--- src/rtl/right_shift_stream_pkg.sv ---
// Shared types and constants for the right-shift streaming wrapper.
package right_shift_stream_pkg;

   function automatic int clog2(input int v);
      int r;
      for (r = 0; (1 << r) < v; r++) begin
      end
      return (r < 1) ? 1 : r;
   endfunction

   localparam int DATA_W    = 8;
   localparam int SHIFT_W   = clog2(DATA_W);
   localparam int BUF_DEPTH = 2;

   typedef enum logic [1:0] {
      EMPTY = 2'd0,
      ONE   = 2'd1,
      TWO   = 2'd2
   } cnt_e;

   typedef struct packed {
      logic [DATA_W-1:0] bits;
      logic              lost;
   } res_t;

endpackage

--- src/rtl/right_shift_stream_if.sv ---
// Operand-in / result-out handshake bundle; master is the producer+consumer side.
interface right_shift_stream_if;
   import right_shift_stream_pkg::*;

   logic               in_valid;
   logic               in_ready;
   logic [DATA_W-1:0]  in_bits;
   logic [SHIFT_W-1:0] in_shift;
   logic               out_valid;
   logic               out_ready;
   logic [DATA_W-1:0]  out_bits;
   logic               out_lost;

   modport master (
      output in_valid, in_bits, in_shift, out_ready,
      input  in_ready, out_valid, out_bits, out_lost
   );

   modport slave (
      input  in_valid, in_bits, in_shift, out_ready,
      output in_ready, out_valid, out_bits, out_lost
   );

endinterface

--- src/rtl/right_shift_stream_gen.sv ---
// Purpose: generic logical right shifter, zero fill from the MSB side.
// Latency: purely combinational.
// Backpressure: none, no handshake.
module right_shift_gen #(
   parameter int width   = 8,
   parameter int shift_w = 3
) (
   input  logic [width-1:0]   bits,
   input  logic [shift_w-1:0] shift,
   output logic [width-1:0]   shifted
);

   // Shift codes past the data width exist only for non-power-of-2 widths.
   always_comb begin
      shifted = '0;
      if (int'(shift) < width) begin
         shifted = bits >> shift;
      end
   end

endmodule

--- src/rtl/right_shift_stream.sv ---
// Purpose: valid/ready wrapper around right_shift_gen with a sticky lost-bit flag.
// Latency: 1 clk from accept to out_valid when the buffer is empty; 1 word/clk.
// Backpressure: 2-entry result buffer; in_ready depends only on registered count.
module right_shift_stream
   import right_shift_stream_pkg::*;
(
   input  logic                  clk,
   input  logic                  rst,
   right_shift_stream_if.slave   io
);

   cnt_e              count_q, count_d;
   logic              head_q, head_d;
   logic              tail_q, tail_d;
   res_t              buf_q [BUF_DEPTH];
   res_t              buf_d [BUF_DEPTH];
   logic [DATA_W-1:0] shifted;
   logic [DATA_W-1:0] lost_mask;
   res_t              new_res;
   logic              accept;
   logic              pop;

   right_shift_gen #(
      .width   (DATA_W),
      .shift_w (SHIFT_W)
   ) u_shift (
      .bits    (io.in_bits),
      .shift   (io.in_shift),
      .shifted (shifted)
   );

   // Ones below the shift point; saturates to all-ones when shift >= width.
   assign lost_mask    = ~({DATA_W{1'b1}} << io.in_shift);
   assign new_res.bits = shifted;
   assign new_res.lost = |(io.in_bits & lost_mask);

   assign io.in_ready  = (count_q != TWO);
   assign io.out_valid = (count_q != EMPTY);
   assign io.out_bits  = io.out_valid ? buf_q[head_q].bits : '0;
   assign io.out_lost  = io.out_valid ? buf_q[head_q].lost : 1'b0;

   assign accept = io.in_valid & io.in_ready;
   assign pop    = io.out_valid & io.out_ready;

   always_comb begin
      count_d = count_q;
      head_d  = head_q;
      tail_d  = tail_q;
      buf_d   = buf_q;
      if (accept) begin
         buf_d[tail_q] = new_res;
         tail_d        = ~tail_q;
      end
      if (pop) begin
         head_d = ~head_q;
      end
      case (count_q)
         EMPTY: if (accept) count_d = ONE;
         ONE: begin
            if (accept && !pop)      count_d = TWO;
            else if (pop && !accept) count_d = EMPTY;
         end
         TWO:     if (pop) count_d = ONE;
         default: count_d = EMPTY;
      endcase
   end

   always_ff @(posedge clk) begin
      if (rst) begin
         count_q <= EMPTY;
         head_q  <= 1'b0;
         tail_q  <= 1'b0;
         buf_q   <= '{default: '0};
      end else begin
         count_q <= count_d;
         head_q  <= head_d;
         tail_q  <= tail_d;
         buf_q   <= buf_d;
      end
   end

endmodule

--- src/flat_wrapper.sv ---
// flat-port wrapper written by rule: the top's interface ports become plain ports
module right_shift_stream_flat import right_shift_stream_pkg::*;
  (clk, rst, io_in_valid, io_in_bits, io_in_shift, io_out_ready, io_in_ready, io_out_valid, io_out_bits, io_out_lost);
  right_shift_stream_if io_i ();
  input  logic clk;
  input  logic rst;
  input wire logic [$bits(io_i.in_valid)-1:0] io_in_valid;
  input wire logic [$bits(io_i.in_bits)-1:0] io_in_bits;
  input wire logic [$bits(io_i.in_shift)-1:0] io_in_shift;
  input wire logic [$bits(io_i.out_ready)-1:0] io_out_ready;
  output wire logic [$bits(io_i.in_ready)-1:0] io_in_ready;
  output wire logic [$bits(io_i.out_valid)-1:0] io_out_valid;
  output wire logic [$bits(io_i.out_bits)-1:0] io_out_bits;
  output wire logic [$bits(io_i.out_lost)-1:0] io_out_lost;
  assign io_i.in_valid = io_in_valid;
  assign io_i.in_bits = io_in_bits;
  assign io_i.in_shift = io_in_shift;
  assign io_i.out_ready = io_out_ready;
  assign io_in_ready = io_i.in_ready;
  assign io_out_valid = io_i.out_valid;
  assign io_out_bits = io_i.out_bits;
  assign io_out_lost = io_i.out_lost;
  right_shift_stream u_core (.clk(clk), .rst(rst), .io(io_i));
endmodule
--- config.mk ---
export PLATFORM = sky130hd
export DESIGN_NAME = right_shift_stream_flat
export DESIGN_NICKNAME = d
export VERILOG_FILES = /design/src/rtl/right_shift_stream_pkg.sv /design/src/rtl/right_shift_stream_if.sv /design/src/rtl/right_shift_stream_gen.sv /design/src/rtl/right_shift_stream.sv /design/src/flat_wrapper.sv
export SDC_FILE = /design/constraint.sdc
export NUM_CORES = 1
export LEC_CHECK = 0
export CORE_AREA = 5 5 59 61
export DETAILED_ROUTE_END_ITERATION = 8
export DIE_AREA = 0 0 64 66
export PLACE_DENSITY = 0.8
export SYNTH_ARGS = -nofsm -noshare
export SYNTH_HDL_FRONTEND = slang
export SYNTH_HIERARCHICAL = 1
export SYNTH_SLANG_ARGS = --single-unit
export TNS_END_PERCENT = 5
--- constraint.sdc ---
create_clock -name clk -period 2.7 [get_ports clk]
set_input_delay 0.405 -clock clk [delete_from_list [all_inputs] [get_ports clk]]
set_output_delay 0.405 -clock clk [all_outputs]
set_load 0.05 [all_outputs]
Word-level counts from Yosys, hierarchy flattened

Cells that the tools add are included.

Magnitude comparators: 3
Equality and inequality tests: 6
Shift operators: 2
Mux-type cells: 13
Bitwise operators: 8
Reduce and logical (&&, ||, !) cells: 9

Operators by type and width:

| operator                                                                      | count |
|---|---|
| 9-bit two-way mux                                                             | 4 |
| 18-bit bitwise mux                                                            | 1 |
| 9-bit demux with 1-bit select                                                 | 1 |
| 8-bit bitwise AND                                                             | 1 |
| 2-bit two-way mux                                                             | 4 |
| 8-bit two-way mux                                                             | 1 |
| 8-bit NOT                                                                     | 1 |
| 8-bit OR reduction                                                            | 1 |
| 8-bit by 3-bit << shifter with 8-bit output (first input constant)            | 1 |
| 8-bit by 3-bit right shift with 8-bit output                                  | 1 |
| 2-bit case mux with 3 select lines                                            | 1 |
| 2-bit greater-or-equal comparator (second input constant)                     | 2 |
| 2-bit by 1-bit != test with 1-bit output (second input constant)              | 2 |
| 1-bit NOT with 2-bit output                                                   | 2 |
| 1-bit logical AND                                                             | 3 |
| 3-bit by 1-bit != test with 1-bit output (second input constant)              | 1 |
| 3-bit AND reduction                                                           | 1 |
| 1-bit bitwise AND                                                             | 2 |
| 2-bit by 1-bit == test with 1-bit output (second input constant)              | 1 |
| 2-bit == test (second input constant)                                         | 1 |
| 1-bit zero test                                                               | 2 |
| 2-bit zero test                                                               | 1 |
| 2-bit by 1-bit less-than comparator with 1-bit output (second input constant) | 1 |
| 2-bit != test (second input constant)                                         | 1 |
| other kinds (3)                                                               | 4 |

Bits in registers: 22
Input bits: 15
Output and inout bits: 11

Depth between registers and ports, before layout

Depth after elaboration: 7
Depth in mapped cells: 6
Gate-level depth less buffers: 5

Cells and area by module

Netlist, hierarchy kept.

By module, submodules not included:

| module             | instances | cells an instance | area an instance (µm²) |
|---|---|---|---|
| right_shift_stream | 1         | 120               | 1022.2 |
| right_shift_gen    | 1         | 28                | 274.0 |

Worst setup path after synthesis

OpenSTA, ideal clock, no wires.

Path kind: reg-to-output
Start point: reg u_core.head_q
End point: out io_out_bits[0]
Data arrival time: 1281 ps
Data required time: 2295 ps
Setup slack: 1014 ps
Cell stages (with the launch flop): 4
Cells stage by stage: dfxtp_1 > buf_2 > mux2i_1 > nor2_1

Longest elaborated chain between the ends: 5

RTL lines:

| element                                           | line                     | text |
|---|---|---|
| start, declared                                   | right_shift_stream.sv:13 | `logic head_q, head_d;` |
| start signal, assigned                            | right_shift_stream.sv:71 | `head_q <= 1'b0;` |
| start signal, assigned                            | right_shift_stream.sv:76 | `head_q <= head_d;` |
| 1-bit NOT with 2-bit output (implied by the code) | right_shift_stream.sv:39 | `assign io.out_bits = io.out_valid ? buf_q[head_q].bits : '0;` |
| 9-bit two-way mux (implied by the code)           | right_shift_stream.sv:39 |  |
| 9-bit two-way mux (2 in series)                   | n/a                      |  |
| 8-bit two-way mux                                 | right_shift_stream.sv:39 |  |
| end, declared                                     | flat_wrapper.sv:13       | `output wire logic [$bits(io_i.out_bits)-1:0] io_out_bits;` |

No other way between the ends. The select of a mux whose other input is x is not followed.

Worst setup path after layout

Start point: reg u_core.head_q
End point: out io_out_bits[1]

The elaborated chain is that of the path after synthesis.

==> results.sh <==
export IMPL_grt_overflow=0
export IMPL_power_density_nw_per_um2=451
export IMPL_avgViaCountPerCell=5.35
export IMPL_cts_tree="built"
export IMPL_grt_max_degree=23
export IMPL_routabilityCongestion=0.802
export IMPL_drc=0
export IMPL_tightest_slew_ns=0.826
export IMPL_grtUsageTotal=0.136
export IMPL_drt_wl_total_um=2780
export IMPL_outcome="finished clean"
export IMPL_synthesis_nets=163
export IMPL_critical_path_max_stage_delay_ns=0.81
export IMPL_final_seq_area_um2=440
export IMPL_fp_dieW_um=64
export IMPL_synth_seq_cells=22
export IMPL_min_period_over_period=0.930
export IMPL_finalHoldViolations=0
export IMPL_vdd_drop_max_mv=0.306
export IMPL_cts_reportedPaths_clkPinSlew_ns=0.12
export IMPL_post_layout_nonfiller_instances=206
export IMPL_synth_warnings=6
export IMPL_die_height_um=66
export IMPL_antenna_diode_count=0
export IMPL_post_route_cells_drive_above_1_share=0.121
export IMPL_netlist_instances=148
export IMPL_dr_pass1_iters=5
export IMPL_critPathKind="reg -> out"
export IMPL_ant_nets=0
export IMPL_max_slew_margin_rel=0.448
export IMPL_worst_hold_path_type="reg -> reg"
export IMPL_maxCapViolCount=0
export IMPL_critical_path_buffers_and_inverters=1
export IMPL_cts_buffers=3
export IMPL_postCtsResizedCells=0
export IMPL_first_global_vias=1064
export IMPL_p_total_mw=0.724
export IMPL_worst_ep_required_time_ns=2.30
export IMPL_multi_input_area_um2=788
export IMPL_row_count=20
export IMPL_cts_max_path_buffers=2
export IMPL_finalCriticalPeriod_ns=2.51
export IMPL_cts_root_buffer_cell="sky130_fd_sc_hd__clkbuf_4"
export IMPL_critPathSlowestCell="sky130_fd_sc_hd__clkdlybuf4s50_1"
export IMPL_floorplan_core_area_um2=2930
export IMPL_nNetsFinal=189
export IMPL_initial_core_util=0.443
export IMPL_ys_types=30
export IMPL_sequential_fraction_of_the_synthesis_area=0.340
export IMPL_ios=26
export IMPL_worst_path_dominant_cell_family="buffers and inverters"
export IMPL_routed_wire_length_per_instance_um=13.5
export IMPL_postCtsSetupBuffers=0
export IMPL_report_final_slew_viol_count=0
export IMPL_final_fill_count=263
export IMPL_finalClockSkew_ns=0.00310
export IMPL_numClockSinks=22
export IMPL_die_area_um2=4220
export IMPL_synthToLayoutAreaGrowth_pct=23.8
export IMPL_arrival_ns=2.10
export IMPL_rsz0062_at_grt="no"
export IMPL_via_count=1102
export IMPL_startpoint_class="flip-flop"
export IMPL_place_hpwl_um=2110
export IMPL_syn_area_um2=1300
export IMPL_cts_htree_levels=1
export IMPL_initial_antenna_violation_count=0
export IMPL_worst_setup_path_end_kind="primary output"
export IMPL_setup_viol=0
export IMPL_clock_latency_ns=0.30
export IMPL_cts_hold_buffers=0
export IMPL_number_of_placed_cells_counting_well_taps=202
export IMPL_portBuffers=25
export IMPL_violation_count_after_the_first_detailed_route_iteration=38
export IMPL_worst_hold_slack_ns=0.464
export IMPL_grt_pass1_wl_um=4660
export IMPL_achievable_frequency_mhz=398
export IMPL_syn_area_per_cell_um2=8.76
export IMPL_highest_net_fanout_along_the_worst_path=10
export IMPL_timing_critical_path_cells="mux2i_1 -> nor2_1 -> clkdlybuf4s50_1"
export IMPL_static_leakage_power_nw=0.614
export IMPL_accumulated_negative_setup_slack_ns=0
worst paths after layout:
kind              cells after the start  slack [ns]               to               from
setup / recovery                      3        0.19   io_out_bits[1]      u_core/head_q
setup reg to reg                      4        1.31  u_core/buf_q[0]  u_core/count_q[0]
hold reg to reg                       2        0.46  u_core/buf_q[4]    u_core/buf_q[4]
hold / removal                        2        0.46  u_core/buf_q[4]    u_core/buf_q[4]
worst min-delay path, cell delays in order, from the launching register on:
cell,delay [ns]
sky130_fd_sc_hd__dfxtp_1,0.33
sky130_fd_sc_hd__nand2_1,0.05
sky130_fd_sc_hd__a21oi_1,0.05
Yosys cell counts, drive strengths merged:
master	count	area share
xor2	1	0.0068
nand2	18	0.052
dfxtp	22	0.34
maj3	1	0.0087
nor2b	2	0.0097
nand3b	3	0.017
buf	6	0.035
and3	1	0.0048
mux2i	23	0.18
clkbuf	3	0.0087
mux2	5	0.052
a21oi	12	0.046
nor3b	2	0.012
o21bai	1	0.0058
nand3	1	0.0039
inv	3	0.0087
o21ai	4	0.015
o22a	2	0.014
nand2b	1	0.0068
mux4	2	0.035
and2b	1	0.0068
nor2	24	0.070
a211oi	6	0.042
nor4b	1	0.0068
o21a	2	0.012
nor3	1	0.0039
flip-flops by register name (all words and copies together) (netlist names):
| signal | cells |
|---|---|
| u_core/tail_q | 1 |
| u_core/head_q | 1 |
| u_core/buf_q | 18 |
| u_core/count_q | 2 |
cells in the final DEF, fill, tap and decap left out:
cell                              synthesis  routed
sky130_fd_sc_hd__and3_1                   1       1
sky130_fd_sc_hd__nor3b_1                  2       2
sky130_fd_sc_hd__nor4b_1                  1       1
sky130_fd_sc_hd__o21a_1                   2       2
sky130_fd_sc_hd__xor2_1                   1       1
sky130_fd_sc_hd__nand3b_1                 3       3
sky130_fd_sc_hd__nor2b_1                  2       2
sky130_fd_sc_hd__o21bai_1                 1       1
sky130_fd_sc_hd__inv_1                    3       3
sky130_fd_sc_hd__a211oi_1                 4       4
sky130_fd_sc_hd__mux4_2                   2       2
sky130_fd_sc_hd__maj3_2                   1       1
sky130_fd_sc_hd__mux2i_1                 23      23
sky130_fd_sc_hd__nor2_1                  24      24
sky130_fd_sc_hd__o21ai_0                  4       4
sky130_fd_sc_hd__mux2_2                   2       2
sky130_fd_sc_hd__buf_4                    1       5
sky130_fd_sc_hd__clkbuf_8                 0       1
sky130_fd_sc_hd__clkdlybuf4s50_1          0      25
sky130_fd_sc_hd__a211oi_2                 2       2
sky130_fd_sc_hd__nand3_1                  1       1
sky130_fd_sc_hd__dfxtp_1                 22      22
sky130_fd_sc_hd__nor3_1                   1       1
sky130_fd_sc_hd__mux2_4                   3       3
sky130_fd_sc_hd__a21oi_1                 12      12
sky130_fd_sc_hd__o22a_1                   2       2
sky130_fd_sc_hd__nand2_1                 18      18
sky130_fd_sc_hd__and2b_2                  1       1
sky130_fd_sc_hd__nand2b_2                 1       1
sky130_fd_sc_hd__clkbuf_4                 0       3
per-layer routing:
layer  global-route usage  share of wire  vias up
met5                    0              0        -
met4               0.0312         0.0040        0
met3               0.0272          0.048        2
met2                0.245           0.49       23
met1                0.164           0.46      513
li1                     -              -      564
power by group:
group	leakage [nW]	internal (mW)	switching, mW	total [mW]
clock network	0.0210	0.0822	0.0979	0.180
logic	0.414	0.0902	0.0968	0.187
registers	0.179	0.341	0.0160	0.357
total	0.614	0.514	0.211	0.724
metrics by stage:
| stage | worst slack (ns) | utilization | area, µm² |
|---|---|---|---|
| 6_report | 0.190 | 0.548 | 1610 |
| 5_1_grt | 0.0784 | 0.548 | 1610 |
| 2_1_floorplan | 1.01 | - | 1300 |
| 3_5_place_dp | 0.357 | 0.536 | 1570 |
| 4_1_cts | 0.181 | 0.548 | 1610 |
| 3_3_place_gp | 0.409 | 0.536 | 1570 |
cell type report:
cell class	instances	share of cell area
inverters	3	0.00701
well taps	33	0.0257
clock buffers	4	0.0226
repair buffers	30	0.179
flip-flops and latches	22	0.274
multi-input cells	114	0.491
kinds of logic (layout without fill, tap and decap cells):
family / Yosys count / after routing / synth area share
DFF: 22 / 22 / 0.340
adders and majority gates: 1 / 1 / 0.00869
xor gates and xnor gates: 1 / 1 / 0.00676
buffers and inverters: 12 / 37 / 0.0521
AOI/OAI and AO/OA: 27 / 27 / 0.135
and+or+nand+nor: 55 / 55 / 0.193
muxes: 30 / 30 / 0.264
(Power assumes the default switching activity.)
